--- src/rtl/elevator_scheduler_pkg.sv ---
// Shared types for the 3-floor car scheduler: floor labels, FSM states,
// scan directions and a floor-to-one-hot helper.
package elevator_scheduler_pkg;

    typedef enum logic [1:0] {
        F1 = 2'b00,
        F2 = 2'b01,
        F3 = 2'b10
    } floor_e;

    typedef enum logic [2:0] {
        S_IDLE     = 3'd0,
        S_DISPATCH = 3'd1,
        S_TRAVEL   = 3'd2,
        S_DOOR     = 3'd3,
        S_CLOSE    = 3'd4
    } state_e;

    typedef enum logic [1:0] {
        DIR_IDLE = 2'b00,
        DIR_UP   = 2'b01,
        DIR_DOWN = 2'b10
    } dir_e;

    function automatic logic [2:0] fl_oh(floor_e f);
        fl_oh = 3'b001 << f;
    endfunction

endpackage

--- src/rtl/elevator_scheduler_scan_picker.sv ---
// SCAN target selection: nearest pending floor in the current direction,
// otherwise nearest in the opposite one; an idle car prefers up.
module scan_picker
    import elevator_scheduler_pkg::*;
(
    input  logic [2:0] pending_i,
    input  floor_e     cur_i,
    input  dir_e       dir_i,
    output floor_e     target_o,
    output dir_e       dir_o,
    output logic       valid_o
);

    logic   up_vld;
    logic   dn_vld;
    floor_e up_tgt;
    floor_e dn_tgt;

    always_comb begin
        up_vld = 1'b0;
        dn_vld = 1'b0;
        up_tgt = F3;
        dn_tgt = F1;
        case (cur_i)
            F1: begin
                up_vld = |pending_i[2:1];
                up_tgt = pending_i[1] ? F2 : F3;
            end
            F2: begin
                up_vld = pending_i[2];
                dn_vld = pending_i[0];
            end
            F3: begin
                dn_vld = |pending_i[1:0];
                dn_tgt = pending_i[1] ? F2 : F1;
            end
            default: ;
        endcase
    end

    always_comb begin
        target_o = cur_i;
        dir_o    = dir_i;
        valid_o  = up_vld | dn_vld;
        if (dir_i == DIR_DOWN) begin
            if (dn_vld) begin
                target_o = dn_tgt;
                dir_o    = DIR_DOWN;
            end else if (up_vld) begin
                target_o = up_tgt;
                dir_o    = DIR_UP;
            end
        end else begin
            if (up_vld) begin
                target_o = up_tgt;
                dir_o    = DIR_UP;
            end else if (dn_vld) begin
                target_o = dn_tgt;
                dir_o    = DIR_DOWN;
            end
        end
    end

endmodule

--- src/rtl/elevator_scheduler.sv ---
// Request scheduler for the 3-floor car: latches calls, dispatches one
// target at a time to movement, supervises travel and sequences the door.
module elevator_scheduler
    import elevator_scheduler_pkg::*;
#(
    parameter int DOOR_TICKS = 4,
    parameter int TRAVEL_MAX = 8,
    parameter int TW         = 4
) (
    input  logic       clk,
    input  logic       rst,
    input  logic [2:0] btn,
    input  logic       floor1,
    input  logic       floor2,
    input  logic       floor3,
    input  logic       moving,
    output logic       led1,
    output logic       led2,
    output logic       led3,
    output logic       door_open,
    output logic       dir_up,
    output logic       dir_down,
    output logic [2:0] pending,
    output logic       fault
);

    state_e          state_q, state_d;
    floor_e          cur_q, cur_d;
    floor_e          tgt_q, tgt_d;
    dir_e            dir_q, dir_d;
    logic [2:0]      pend_q, pend_d;
    logic [TW-1:0]   tmr_q, tmr_d;
    logic            fault_q, fault_d;

    logic [2:0]      floors;
    logic [2:0]      clr;
    logic [2:0]      set;
    logic [2:0]      led;
    floor_e          pick_tgt;
    dir_e            pick_dir;
    logic            pick_vld;

    assign floors = {floor3, floor2, floor1};

    scan_picker u_picker (
        .pending_i (pend_q),
        .cur_i     (cur_q),
        .dir_i     (dir_q),
        .target_o  (pick_tgt),
        .dir_o     (pick_dir),
        .valid_o   (pick_vld)
    );

    // Floor position only moves on a clean one-hot indication.
    always_comb begin
        cur_d = cur_q;
        case (floors)
            3'b001:  cur_d = F1;
            3'b010:  cur_d = F2;
            3'b100:  cur_d = F3;
            default: ;
        endcase
    end

    always_comb begin
        state_d = state_q;
        dir_d   = dir_q;
        tgt_d   = tgt_q;
        tmr_d   = tmr_q;
        fault_d = fault_q;
        clr     = 3'b000;
        set     = btn;
        if (state_q == S_DOOR) set = btn & ~fl_oh(cur_q);
        case (state_q)
            S_IDLE: begin
                if (pend_q == 3'b000) begin
                    dir_d = DIR_IDLE;
                end else if ((pend_q & fl_oh(cur_q)) != 3'b000) begin
                    clr     = fl_oh(cur_q);
                    tmr_d   = TW'(DOOR_TICKS);
                    state_d = S_DOOR;
                end else if (pick_vld) begin
                    tgt_d   = pick_tgt;
                    dir_d   = pick_dir;
                    state_d = S_DISPATCH;
                end
            end
            S_DISPATCH: begin
                tmr_d   = TW'(TRAVEL_MAX);
                state_d = S_TRAVEL;
            end
            S_TRAVEL: begin
                if (floors == fl_oh(tgt_q) && !moving) begin
                    clr     = fl_oh(tgt_q);
                    tmr_d   = TW'(DOOR_TICKS);
                    state_d = S_DOOR;
                end else if (tmr_q <= TW'(1)) begin
                    fault_d = 1'b1;
                    tmr_d   = '0;
                    state_d = S_IDLE;
                end else begin
                    tmr_d = tmr_q - TW'(1);
                end
            end
            S_DOOR: begin
                clr = fl_oh(cur_q);
                if ((btn & fl_oh(cur_q)) != 3'b000) begin
                    tmr_d = TW'(DOOR_TICKS);
                end else if (tmr_q <= TW'(1)) begin
                    tmr_d   = '0;
                    state_d = S_CLOSE;
                end else begin
                    tmr_d = tmr_q - TW'(1);
                end
            end
            S_CLOSE: state_d = S_IDLE;
            default: state_d = S_IDLE;
        endcase
        pend_d = (pend_q & ~clr) | set;
    end

    always_ff @(posedge clk) begin
        if (rst) begin
            state_q <= S_IDLE;
            cur_q   <= F1;
            tgt_q   <= F1;
            dir_q   <= DIR_IDLE;
            pend_q  <= 3'b000;
            tmr_q   <= '0;
            fault_q <= 1'b0;
        end else begin
            state_q <= state_d;
            cur_q   <= cur_d;
            tgt_q   <= tgt_d;
            dir_q   <= dir_d;
            pend_q  <= pend_d;
            tmr_q   <= tmr_d;
            fault_q <= fault_d;
        end
    end

    // Target request is only visible while the car is being sent there.
    assign led = (state_q == S_DISPATCH || state_q == S_TRAVEL)
               ? fl_oh(tgt_q) : 3'b000;

    assign led1      = led[0];
    assign led2      = led[1];
    assign led3      = led[2];
    assign door_open = (state_q == S_DOOR);
    assign dir_up    = (dir_q == DIR_UP);
    assign dir_down  = (dir_q == DIR_DOWN);
    assign pending   = pend_q;
    assign fault     = fault_q;

endmodule
--- config.mk ---
export PLATFORM = sky130hd
export DESIGN_NAME = elevator_scheduler
export DESIGN_NICKNAME = d
export VERILOG_FILES = /design/src/rtl/elevator_scheduler_pkg.sv /design/src/rtl/elevator_scheduler_scan_picker.sv /design/src/rtl/elevator_scheduler.sv
export SDC_FILE = /design/constraint.sdc
export NUM_CORES = 1
export LEC_CHECK = 0
export ABC_AREA = 1
export BUFFER_PORTS_ARGS = -buffer_cell sky130_fd_sc_hd__buf_2
export CAP_MARGIN = 20
export CORE_UTILIZATION = 40
export CTS_BUF_LIST = sky130_fd_sc_hd__clkbuf_2 sky130_fd_sc_hd__clkbuf_4 sky130_fd_sc_hd__clkbuf_8
export CTS_CLUSTER_DIAMETER = 50
export DETAILED_ROUTE_END_ITERATION = 8
export PLACE_DENSITY = 0.66
export SLEW_MARGIN = 20
export SYNTH_ARGS = -nofsm -noshare
export SYNTH_HDL_FRONTEND = slang
export SYNTH_SLANG_ARGS = --single-unit
--- constraint.sdc ---
create_clock -name clk -period 3.39 [get_ports clk]
set_input_delay 0.339 -clock clk [delete_from_list [all_inputs] [get_ports clk]]
set_output_delay 0.339 -clock clk [all_outputs]
set_load 0.02 [all_outputs]
* Word-level counts from Yosys, hierarchy flattened
Index checks and enable logic that the tools add are counted.
** Operators by class
- Add/subtract/negate cells :: 1
- Magnitude comparators :: 1
- Equal/unequal tests :: 18
- Shift operators :: 2
- Multiplexer cells :: 40
- Bitwise operators :: 11
- Reductions and logical operators :: 19
** Operators with widths (number)
- 2-to-1 mux 3 bit :: 12
- 2-to-1 mux 2 bit :: 16
- 2-to-1 mux 4 bit :: 5
- one-hot mux 4 bit (4 select lines) :: 1
- bitwise AND 3 bit :: 4
- one-hot mux 3 bit (4 select lines) :: 1
- nonzero test 3 bit :: 4
- equality test 3 x 2 -> 1 bit, second input constant :: 3
- one-hot mux 3 bit (3 select lines) :: 1
- != test 2 bit, second input constant :: 4
- AND reduction 4 bit :: 2
- equality test 3 x 1 -> 1 bit, second input constant :: 2
- zero test 3 bit :: 2
- != test 3 bit, second input constant :: 2
- NOT 3 bit :: 2
- one-hot mux 2 bit (3 select lines) :: 1
- AND reduction 3 bit :: 2
- left shift 1 x 2 -> 3 bit, first input constant :: 2
- AND reduction 5 bit :: 1
- equality test 2 x 1 -> 1 bit, second input constant :: 2
- equality test 2 bit, second input constant :: 2
- less-or-equal comparator 4 x 1 -> 1 bit, second input constant :: 1
- one-hot mux 1 bit (2 select lines) :: 2
- nonzero test 4 bit :: 1
- other kinds (14) :: 17
** Storage, ports and cells
- Flip-flop bits (word level) :: 17
- Bits of input ports :: 9
- Output and inout port bits :: 10

* Depth between registers and ports, before layout
- Depth in word-level cells :: 9
- Gate-level depth with buffers :: 11
- Mapped depth without buffers :: 11

* Modules after synthesis
Synthesis repeated with hierarchy kept, for this count alone.
** Second synthesis, totals
- Cell total of the unflattened synthesis :: 215
- Area, all modules :: 1352.5 µm²
** By module, submodules not included
- elevator_scheduler :: times used 1, cells each 181, area each 1156.1 µm²
- scan_picker :: times used 1, cells each 34, area each 196.4 µm²

* Least setup slack after synthesis
OpenSTA, ideal clock, no wires.
- Path type :: register to output
- Start :: register state_q[1]
- End :: output led2
- Arrival time :: 1.230 ns
- Required time :: 3.051 ns
- Setup slack :: 1.821 ns
- Cell stages (with the launch flop) :: 7
- Buffers on the path :: 0
- Cell sequence :: dfxtp_1 > nand2_2 > nor2_2 > inv_1 > nand2_1 > inv_1 > nor3_1
** On the way
- Longest elaborated chain between the ends :: 3
- Elaborated cells between the ends (all ways) :: 4
- Those cells by class :: eq/ne: 2; mux: 1; reduce/logical: 1
** Ends and longest elaborated chain
- start: declaration :: line elevator_scheduler.sv:27 : state_e state_q, state_d;
- start signal: assignment :: line elevator_scheduler.sv:132 : state_q <= state_d;
- equality test 3 x 1 -> 1 bit or equality test 3 x 2 -> 1 bit (tied branches) :: line elevator_scheduler.sv:143 : assign led = (state_q == S_DISPATCH || state_q == S_TRAVEL)
- logical OR 1 bit (*) :: line elevator_scheduler.sv:143
- 2-to-1 mux 3 bit (*) :: line elevator_scheduler.sv:144 : ? fl_oh(tgt_q) : 3'b000;
- end: declaration :: line elevator_scheduler.sv:18 : output logic led2,
Every way passes the cells marked *; elsewhere a longest branch is shown, timed or not.

* Worst setup path in the final report
- Start :: register state_q[2]
- End :: output led2
Same word-level chain as after synthesis.

==> qor.txt <==
post-synthesis async set-or-reset flop share = 0
Detailed Route WL = 2793 um
area leader, netlist = dfxtp_1
port bufs = 18
ant diodes = 0
post-synthesis sequential area ratio = 0.2715
CTS buffer count = 3
Core Area = 0.002853 mm^2
Critical Path RT = 3.05 ns
# fillers = 320
Arr. time, crit path = 1.50 ns
synthesized netlist net count = 212
Hold Violations, Final = 0
violated checks = DRC
io pins = 19
worst slew pin tran = 0.3726 ns
pwr/cell area = 663.0 mW/mm^2
post-synthesis xor/xnor area fraction = 0
WL per Instance = 11.22 um
setup TNS = 0 ns
Die W = 57.99 um
Syn Inst Count = 198
outcome = finished, violations left
Synth Area in Adders = 0.04990
Max Fclk = 543.6 MHz
Design Power = 926.6 uW
H-tree levels = 1
DRT Pass-1 Iters = 6
Syn Area/Cell = 6.332 um^2
most frequent cells in the layout = 60 x nand2_1, 26 x inv_1, 18 x buf_2, 17 x dfxtp_1, 14 x nor2_1
dpl cells = 245
Max VDD drop = 0.3621 mV
crit path kind = flip-flop to primary output
most common cell after layout, fill and taps aside = nand2_1
Overflow after GRT = 0
cts repair resizes = 0
RD Place Congestion = 0.8136
CTS tree = built
R2R Setup Slk = 1.75 ns
Setup Viol. Count Final = 0
HPWL Detailed = 2248 um
area delta synth->final = 11.48%
synth unique cells = 30
clk sinks = 17
gr usage total = 0.1878
Max Buffers Root-to-Sink = 2
Non-Filler Instances = 249
Post-synth EDFFs = 0
fin. max-slew vios = 0
RSZ-0062 raised after global routing = false
Synth area leaders = dfxtp_1 27%, nand2_1 18%, inv_1 7.8%
DRT iter0 DRCs = 38
Tmin final = 1.840 ns
pin count of the biggest net entering global routing = 10
mapped cell area = 0.001254 mm^2
Worst-Skew Late Latency = 0.30 ns
antenna-violating nets left = 0
vias in the first global route = 1129
Synth Area in Simple Gates = 0.4142
Core Rows = 19
max_cap viols = 0
Synth top area share = 0.2715
leakage power = 0.7269 nW
# DRC = 2
clock root cell = clkbuf_4
Vias per Instance = 4.892
initial antenna violation count = 0
Reg clk slew, reported paths = 0.09 ns
worst-path fanout max = 4
Worst setup EP type = primary output
Slew HR = 0.7497
Post-Route Skew = 0.006884 ns
Synth Register Bits = 17
WHS = 0.2958 ns
Min-Delay Path Class = input port to flip-flop
first-pass GRT wire length = 4823 um
Yosys warnings = 0
CP Launch Type = flip-flop
main combinational cell family by area after synthesis = simple AND/OR/NAND/NOR gates
fin crit share = 0.5427
vias = 1218
die height = 57.99 um
fraction of the mapped netlist area in compound gates = 0.1537
DIE AREA = 0.003362 mm^2
CTS hold repair buffers = 0
Initial Util = 0.4395
# nets final = 233
prevailing post-synth register cell = dfxtp_1
number of post-CTS setup repair buffers = 0
mux cell area share after synthesis = 0
fraction of layout cells with a size suffix above 1 = 0.2156
[kinds of logic after synthesis]
logic type / after synthesis
adder cells (fa/ha/maj): 5
AND/OR/NAND/NOR: 111
flip-flops: 17
buffers and inverters: 35
AO/OA/AOI/OAI: 30
[where the power goes]
group	total (mW)	leakage, nW	internal, mW	switching (mW)
clock network	0.121	0.0184	0.0539	0.0669
registers	0.301	0.140	0.247	0.0536
logic	0.505	0.569	0.182	0.323
[path summary, 6_finish.rpt]
| check | startpoint | cells past startpoint | end |
|---|---|---|---|
| setup / recovery | state_q[2]$_SDFFE_PP0P_ | 8 | led2 |
| hold / removal | btn[0] | 3 | pending[0]$_SDFF_PP0_ |
| setup reg to reg | cur_q[1]$_SDFFE_PP0P_ | 9 | dir_q[0]$_SDFFE_PP0P_ |
| hold reg to reg | fault$_SDFFE_PP0P_ | 1 | fault$_SDFFE_PP0P_ |
[final cells by class]
type | count | area [um^2] | share of cell area
repair buffers | 18 | 90.09 | 0.06446
flip-flops and latches | 17 | 340.3 | 0.2435
clock buffers | 4 | 30.03 | 0.02149
well taps | 31 | 38.79 | 0.02775
inverters | 33 | 123.9 | 0.08863
multi-input cells | 146 | 774.5 | 0.5542
[registers in the layout, summed over array words and instances (netlist names)]
name / flops
state_q: 3
pending: 3
tgt_q: 2
dir_q: 2
tmr_q: 4
fault: 1
cur_q: 2
[cells in the mapped netlist (3+ instances only)]
library cell / count
nand2_1: 60
inv_1: 26
dfxtp_1: 17
nor2_1: 14
nand3_1: 13
a21oi_1: 8
nand2_2: 7
o21ai_0: 7
inv_2: 6
ha_1: 5
nor2_4: 4
nor3_1: 4
o21ai_1: 3
[stage by stage]
stage / utilization / setup WS (ns) / area [um^2]
5_1_grt: 0.4899 / 1.434 / 1398
3_3_place_gp: 0.4794 / 1.756 / 1368
6_report: 0.4899 / 1.550 / 1398
4_1_cts: 0.4899 / 1.556 / 1398
3_5_place_dp: 0.4794 / 1.755 / 1368
2_1_floorplan: - / 1.821 / 1254
[metal layers]
layer / vias up / routed length (um) / GRT usage
li1: 667 / - / -
met2: 29 / 1183 / 0.2906
met1: 519 / 1460 / 0.2724
met3: 3 / 122 / 0.01339
met4: 0 / 28 / 0.07143
met5: - / 0 / 0
[critical path, stage by stage (launching register included)]
cell	delay, ns
dfxtp_1	0.37
inv_2	0.07
nand2_2	0.08
nor2_2	0.19
inv_1	0.06
nand2_1	0.05
inv_1	0.06
nor3_1	0.13
buf_2	0.19
Power figures use the tool's default switching activity.
